`config.mk`:
```
export PLATFORM = sky130hd
export DESIGN_NAME = uart_rx
export DESIGN_NICKNAME = d
export VERILOG_FILES = /design/src/rtl/uart_pkg.sv /design/src/rtl/sync_edge.sv /design/src/rtl/uart_rx.sv
export SDC_FILE = /design/constraint.sdc
export NUM_CORES = 1
export LEC_CHECK = 0
export ABC_CLOCK_PERIOD_IN_PS = 3900
export CELL_PAD_IN_SITES_DETAIL_PLACEMENT = 2
export CELL_PAD_IN_SITES_GLOBAL_PLACEMENT = 2
export CORE_MARGIN = 10
export CORE_UTILIZATION = 30
export DETAILED_ROUTE_END_ITERATION = 10
export MAX_ROUTING_LAYER = met4
export PLACE_DENSITY_LB_ADDON = 0.12
export SLEW_MARGIN = 20
export SYNTH_ARGS = -nofsm -noshare
export SYNTH_HDL_FRONTEND = slang
export SYNTH_SLANG_ARGS = --single-unit
```
`constraint.sdc`:
```
create_clock -name sys_clk -period 3.9 [get_ports sys_clk]
set_input_delay 0.78 -clock sys_clk [delete_from_list [all_inputs] [get_ports sys_clk]]
set_output_delay 0.78 -clock sys_clk [all_outputs]
set_load 0.1 [all_outputs]
```
`src/rtl/uart_pkg.sv`:
```
// Shared UART definitions: receiver state encoding and default line timing,
// common to the transmitter and receiver.
package uart_pkg;

  typedef enum logic [2:0] {
    IDLE,
    START,
    DATA,
    STOP,
    BREAK
  } uart_state_t;

  localparam int unsigned BPS_DEF             = 9600;
  localparam int unsigned CLK_FRE_DEF         = 50_000_000;
  localparam int unsigned CNT_BIT_CLK_MAX_DEF = CLK_FRE_DEF / BPS_DEF;
  localparam int unsigned BAUD_CNT_W          = 13;

endpackage

```
`src/rtl/sync_edge.sv`:
```
// Three-flop synchroniser for an asynchronous, idle-high input, with a
// falling-edge strobe taken between the second and third stages.
module sync_edge (
  input  logic sys_clk,
  input  logic sys_rst_n,
  input  logic din,
  output logic dout,
  output logic fall
);

  logic rx_s1;
  logic rx_s2;
  logic rx_s3;

  always_ff @(posedge sys_clk or negedge sys_rst_n) begin
    if (!sys_rst_n) begin
      rx_s1 <= 1'b1;
      rx_s2 <= 1'b1;
      rx_s3 <= 1'b1;
    end else begin
      rx_s1 <= din;
      rx_s2 <= rx_s1;
      rx_s3 <= rx_s2;
    end
  end

  assign dout = rx_s2;
  assign fall = rx_s3 & ~rx_s2;

endmodule

```
`src/rtl/uart_rx.sv`:
```
// 8N1 serial receiver: start-bit qualification at mid bit, LSB-first data
// capture, stop-bit check with frame-error pulse and break hold-off.
module uart_rx
  import uart_pkg::*;
#(
  parameter int unsigned BPS             = BPS_DEF,
  parameter int unsigned CLK_FRE         = CLK_FRE_DEF,
  parameter int unsigned CNT_BIT_CLK_MAX = CLK_FRE / BPS
) (
  input  logic       sys_clk,
  input  logic       sys_rst_n,
  input  logic       rx,
  output logic [7:0] po_data,
  output logic       po_flag,
  output logic       frame_err,
  output logic       rx_busy
);

  localparam logic [BAUD_CNT_W-1:0] HALF_M1 = BAUD_CNT_W'(CNT_BIT_CLK_MAX / 2 - 1);
  localparam logic [BAUD_CNT_W-1:0] BIT_M1  = BAUD_CNT_W'(CNT_BIT_CLK_MAX - 1);

  uart_state_t           state;
  uart_state_t           state_nxt;
  logic [BAUD_CNT_W-1:0] baud_cnt;
  logic [2:0]            bit_cnt;
  logic [7:0]            shift_reg;
  logic                  rx_s2;
  logic                  rx_fall;
  logic                  sample_bit;
  logic                  stop_ok;
  logic                  stop_bad;

  sync_edge u_sync_edge (
    .sys_clk   (sys_clk),
    .sys_rst_n (sys_rst_n),
    .din       (rx),
    .dout      (rx_s2),
    .fall      (rx_fall)
  );

  always_ff @(posedge sys_clk or negedge sys_rst_n) begin
    if (!sys_rst_n) begin
      state <= IDLE;
    end else begin
      state <= state_nxt;
    end
  end

  always_comb begin
    state_nxt  = state;
    sample_bit = 1'b0;
    stop_ok    = 1'b0;
    stop_bad   = 1'b0;
    case (state)
      IDLE: begin
        if (rx_fall) state_nxt = START;
      end
      START: begin
        // A line that is high again at mid start bit was a glitch.
        if (baud_cnt == HALF_M1) state_nxt = rx_s2 ? IDLE : DATA;
      end
      DATA: begin
        if (baud_cnt == BIT_M1) begin
          sample_bit = 1'b1;
          if (bit_cnt == 3'd7) state_nxt = STOP;
        end
      end
      STOP: begin
        if (baud_cnt == BIT_M1) begin
          stop_ok   = rx_s2;
          stop_bad  = ~rx_s2;
          state_nxt = rx_s2 ? IDLE : BREAK;
        end
      end
      BREAK: begin
        if (rx_s2) state_nxt = IDLE;
      end
      default: state_nxt = IDLE;
    endcase
  end

  // Every sample point either changes state or is a data sample, so these
  // two conditions cover all counter restarts.
  always_ff @(posedge sys_clk or negedge sys_rst_n) begin
    if (!sys_rst_n) begin
      baud_cnt <= '0;
    end else if (state == IDLE || state_nxt != state || sample_bit) begin
      baud_cnt <= '0;
    end else begin
      baud_cnt <= baud_cnt + 1'b1;
    end
  end

  always_ff @(posedge sys_clk or negedge sys_rst_n) begin
    if (!sys_rst_n) begin
      bit_cnt   <= '0;
      shift_reg <= '0;
    end else if (state != DATA) begin
      bit_cnt <= '0;
    end else if (sample_bit) begin
      shift_reg[bit_cnt] <= rx_s2;
      bit_cnt            <= bit_cnt + 1'b1;
    end
  end

  always_ff @(posedge sys_clk or negedge sys_rst_n) begin
    if (!sys_rst_n) begin
      po_data   <= '0;
      po_flag   <= 1'b0;
      frame_err <= 1'b0;
    end else begin
      po_flag   <= stop_ok;
      frame_err <= stop_bad;
      if (stop_ok) po_data <= shift_reg;
    end
  end

  assign rx_busy = (state != IDLE);

endmodule
```
==> results by group <==
Global routing
  – GRT Overall Usage: 0.0980
  – Number of global-route vias before repair: 1505
  – Largest net degree at the start of global routing: 41
  – First-pass GRT wire length: 7820 um
  – Initial antenna violation count: 0
  – Gr ovfl total: 0

Finish
  – Fillers: 691
  – Footprint of the multi-input gates: 920 um^2
  – FF/Latch Area: between 1000 and 1500 um^2
  – Max reg flops: 13
  – Most common cell after layout, fill and taps aside: dfrtp_1
  – Most frequent cells in the layout: 37 x dfrtp_1, 12 x clkdlybuf4s50_1, 10 x nand2_1
  – Antenna cells: 0
  – Final core occ: 0.348
  – Share of layout cells above drive strength 1: 0.206
  – # nets final: 180
  – Area grow syn2layout: 11.3%

Logic synthesis
  – Compound-Gate Fraction of Synth Area: 0.0725
  – Synth Cell Area: 2020 um^2
  – Synth Area in Simple Gates: 0.213
  – Xor/xnor share of the synthesized area: 0.0477
  – Synth Area per Inst: 12.5 um^2
  – Register area share after synthesis: 0.498
  – Largest family of logic cells by synthesized area: simple AND/OR/NAND/NOR gates
  – Post-synthesis register bit count: 40
  – Multiplexer area fraction after synthesis: 0.104
  – Post-Syn Instances: 162
  – Ys Warns: 0
  – Post-Synth Adder-Cell Area: 0.0186
  – Cell variety after synth: 45
  – Syn_nets: 168

Die
  – DIE WIDTH: 102 um
  – Core Region: 6460 um^2
  – Total die area: 10400 um^2
  – Num rows: 29
  – Initial Util: 0.312
  – I/O pins: 14
  – Die height: just over 100 um

Routing
  – Final wirelength: 4590 um
  – WL/cell: 18.2 um
  – DRC viols: 0
  – Vias: 1323
  – Via density: about 5.3
  – DRT antenna net count: 0
  – Pre-antenna DRT Iters: 4
  – 1st-iter DRT viols: 37

Flow run
  – Max cap viols: 0

STA
  – Final Critical Period: around 3 ns
  – Setup WS post-layout: around 0.95 ns
  – Max Clock Freq: 0.339 GHz
  – Worst hold slack: 0.358 ns
  – Fin Setup TNS: 0 ns
  – # setup viols final: 0
  – Final hold violation count: 0
  – Slew HR: 0.345
  – Setup Skew: 0.00742 ns
  – Slew Viols, Final: 0
  – RSZ-0062 raised after global routing: no
  – Final worst path period share: 0.757
  – Worst-Margin Slew: 0.980 ns

Pwr
  – IR drop worst, VDD: 0.184 mV
  – Pwr/cell area: approximately 400 nW/um^2
  – LEAKAGE: 0.957 nW
  – Final total power: 0.000892 W

CTS
  – Clock root buffer: clkbuf_8
  – Clk sinks: 40
  – CTS HTree Levels: 2
  – Worst-Skew Late Latency: 0.30 ns
  – Total CTS buffers: 5
  – Hold_buf cts: 0
  – Clock-pin slew on the worst setup and hold paths: approximately 0.08 ns
  – CTS tree: yes
  – Post-CTS sizing: 0
  – Setup Buffers After CTS: 0
  – Clock buffer depth: 2

Setup path
  – Crit. Startpoint: state[0]
  – Reg-to-Reg End: baud_cnt[1]
  – Worst setup path class: flip-flop to output port
  – Startpoint types: flip-flop
  – Crit path arrival time: 2.17 ns
  – CP endpoint kind: output port
  – Critical path capture point: rx_busy
  – Worst reg2reg startpoint: baud_cnt[0]
  – R2R setup slack: 1.48 ns
  – Worst r2r path cells: 5
  – Worst-path fanout max: 7
  – CP Data Required Time: 3.12 ns

Placement
  – Port Buffers: 13
  – Pre-CTS WS: 1.27 ns
  – RePlAce Congestion: 0.761
  – Post-DP HPWL: between 3000 and 4000 um

Min path
  – Min-delay worst type: flip-flop to flip-flop

Run status
  – Status: finished clean
==> worst min-delay path by stage <==
stage,start,end,slack [ns],depth (start not counted)
final,u_sync_edge.rx_s1,u_sync_edge.dout,0.36,0
after global routing,u_sync_edge.rx_s1,u_sync_edge.dout,0.37,0
after CTS,u_sync_edge.rx_s1,u_sync_edge.dout,0.36,0
after detailed placement,u_sync_edge.rx_s1,u_sync_edge.dout,0.35,0
after global placement,u_sync_edge.rx_s1,u_sync_edge.dout,0.35,0
after floorplan,u_sync_edge.rx_s1,u_sync_edge.dout,0.35,0
==> layout make-up <==
cell class                      count  area share
Timing Repair Buffer               13      0.0557
Multi-Input combinational cell    112       0.409
Sequential cell                    40       0.447
Inverter                            2     0.00334
Tap cell                           77      0.0429
Clock inverter                      2     0.00446
Clock buffer                        6      0.0368
==> where the power goes <==
| part | switching, W | internal, W | total, W |
|---|---|---|---|
| Clock | 0.000152 | 0.000141 | 0.000294 |
| Combinational | 0.0000834 | 0.0000468 | 0.000130 |
| Sequential | 0.0000287 | 0.000439 | 0.000468 |
==> Yosys cell counts (all sizes together) <==
library cell	number	area share
a211oi	7	0.026
a21oi	5	0.012
a221oi	1	0.013
a311o	1	0.0050
a31oi	1	0.0031
a32oi	1	0.0081
and2	2	0.0062
and2b	1	0.0043
and3	1	0.0031
and3b	1	0.0062
and4	4	0.020
and4bb	1	0.0062
buf	6	0.034
clkbuf	2	0.0087
dfrtp	37	0.46
dfstp	3	0.039
ha	3	0.019
inv	2	0.0037
mux2	16	0.10
nand2	10	0.019
nand3	7	0.017
nand4	9	0.031
nand4b	3	0.013
nor2	9	0.023
nor2b	4	0.016
nor3	2	0.0050
nor3b	3	0.017
nor4	1	0.0031
nor4b	1	0.0043
nor4bb	1	0.0050
o21ai	2	0.0050
or3	3	0.0093
or3b	1	0.0043
xnor2	2	0.0087
xor2	9	0.039
==> critical path, cell delays in order, from the launching register on <==
cell	delay (ns)
dfrtp_1	0.46
or3_1	0.43
clkdlybuf4s50_1	0.99
==> stage by stage <==
| stage | instances | cell area, um^2 |
|---|---|---|
| 6_report | 252 | 2250 |
| 5_1_grt | 252 | 2250 |
| 4_1_cts | 252 | 2250 |
| 3_5_place_dp | 244 | 2150 |
| 3_3_place_gp | 244 | 2150 |
| 2_1_floorplan | 162 | 2020 |
==> metal layers <==
layer  routed length [um]  up-vias  GRT usage  share of wire
met5                    0        -          -              0
met4                   65        0     0.0325          0.014
met3                  163        6     0.0250          0.036
met2                 2290       18      0.160           0.50
met1                 2070      687      0.115           0.45
li1                     -      612          -              -
==> logic make-up after synthesis <==
| family | count (synthesis) |
|---|---|
| fa+ha+maj | 3 |
| flops | 40 |
| buf+inv | 10 |
| simple gates | 64 |
| mux | 16 |
| xor+xnor | 11 |
| compound gates | 18 |
(Power assumes the default switching activity.)
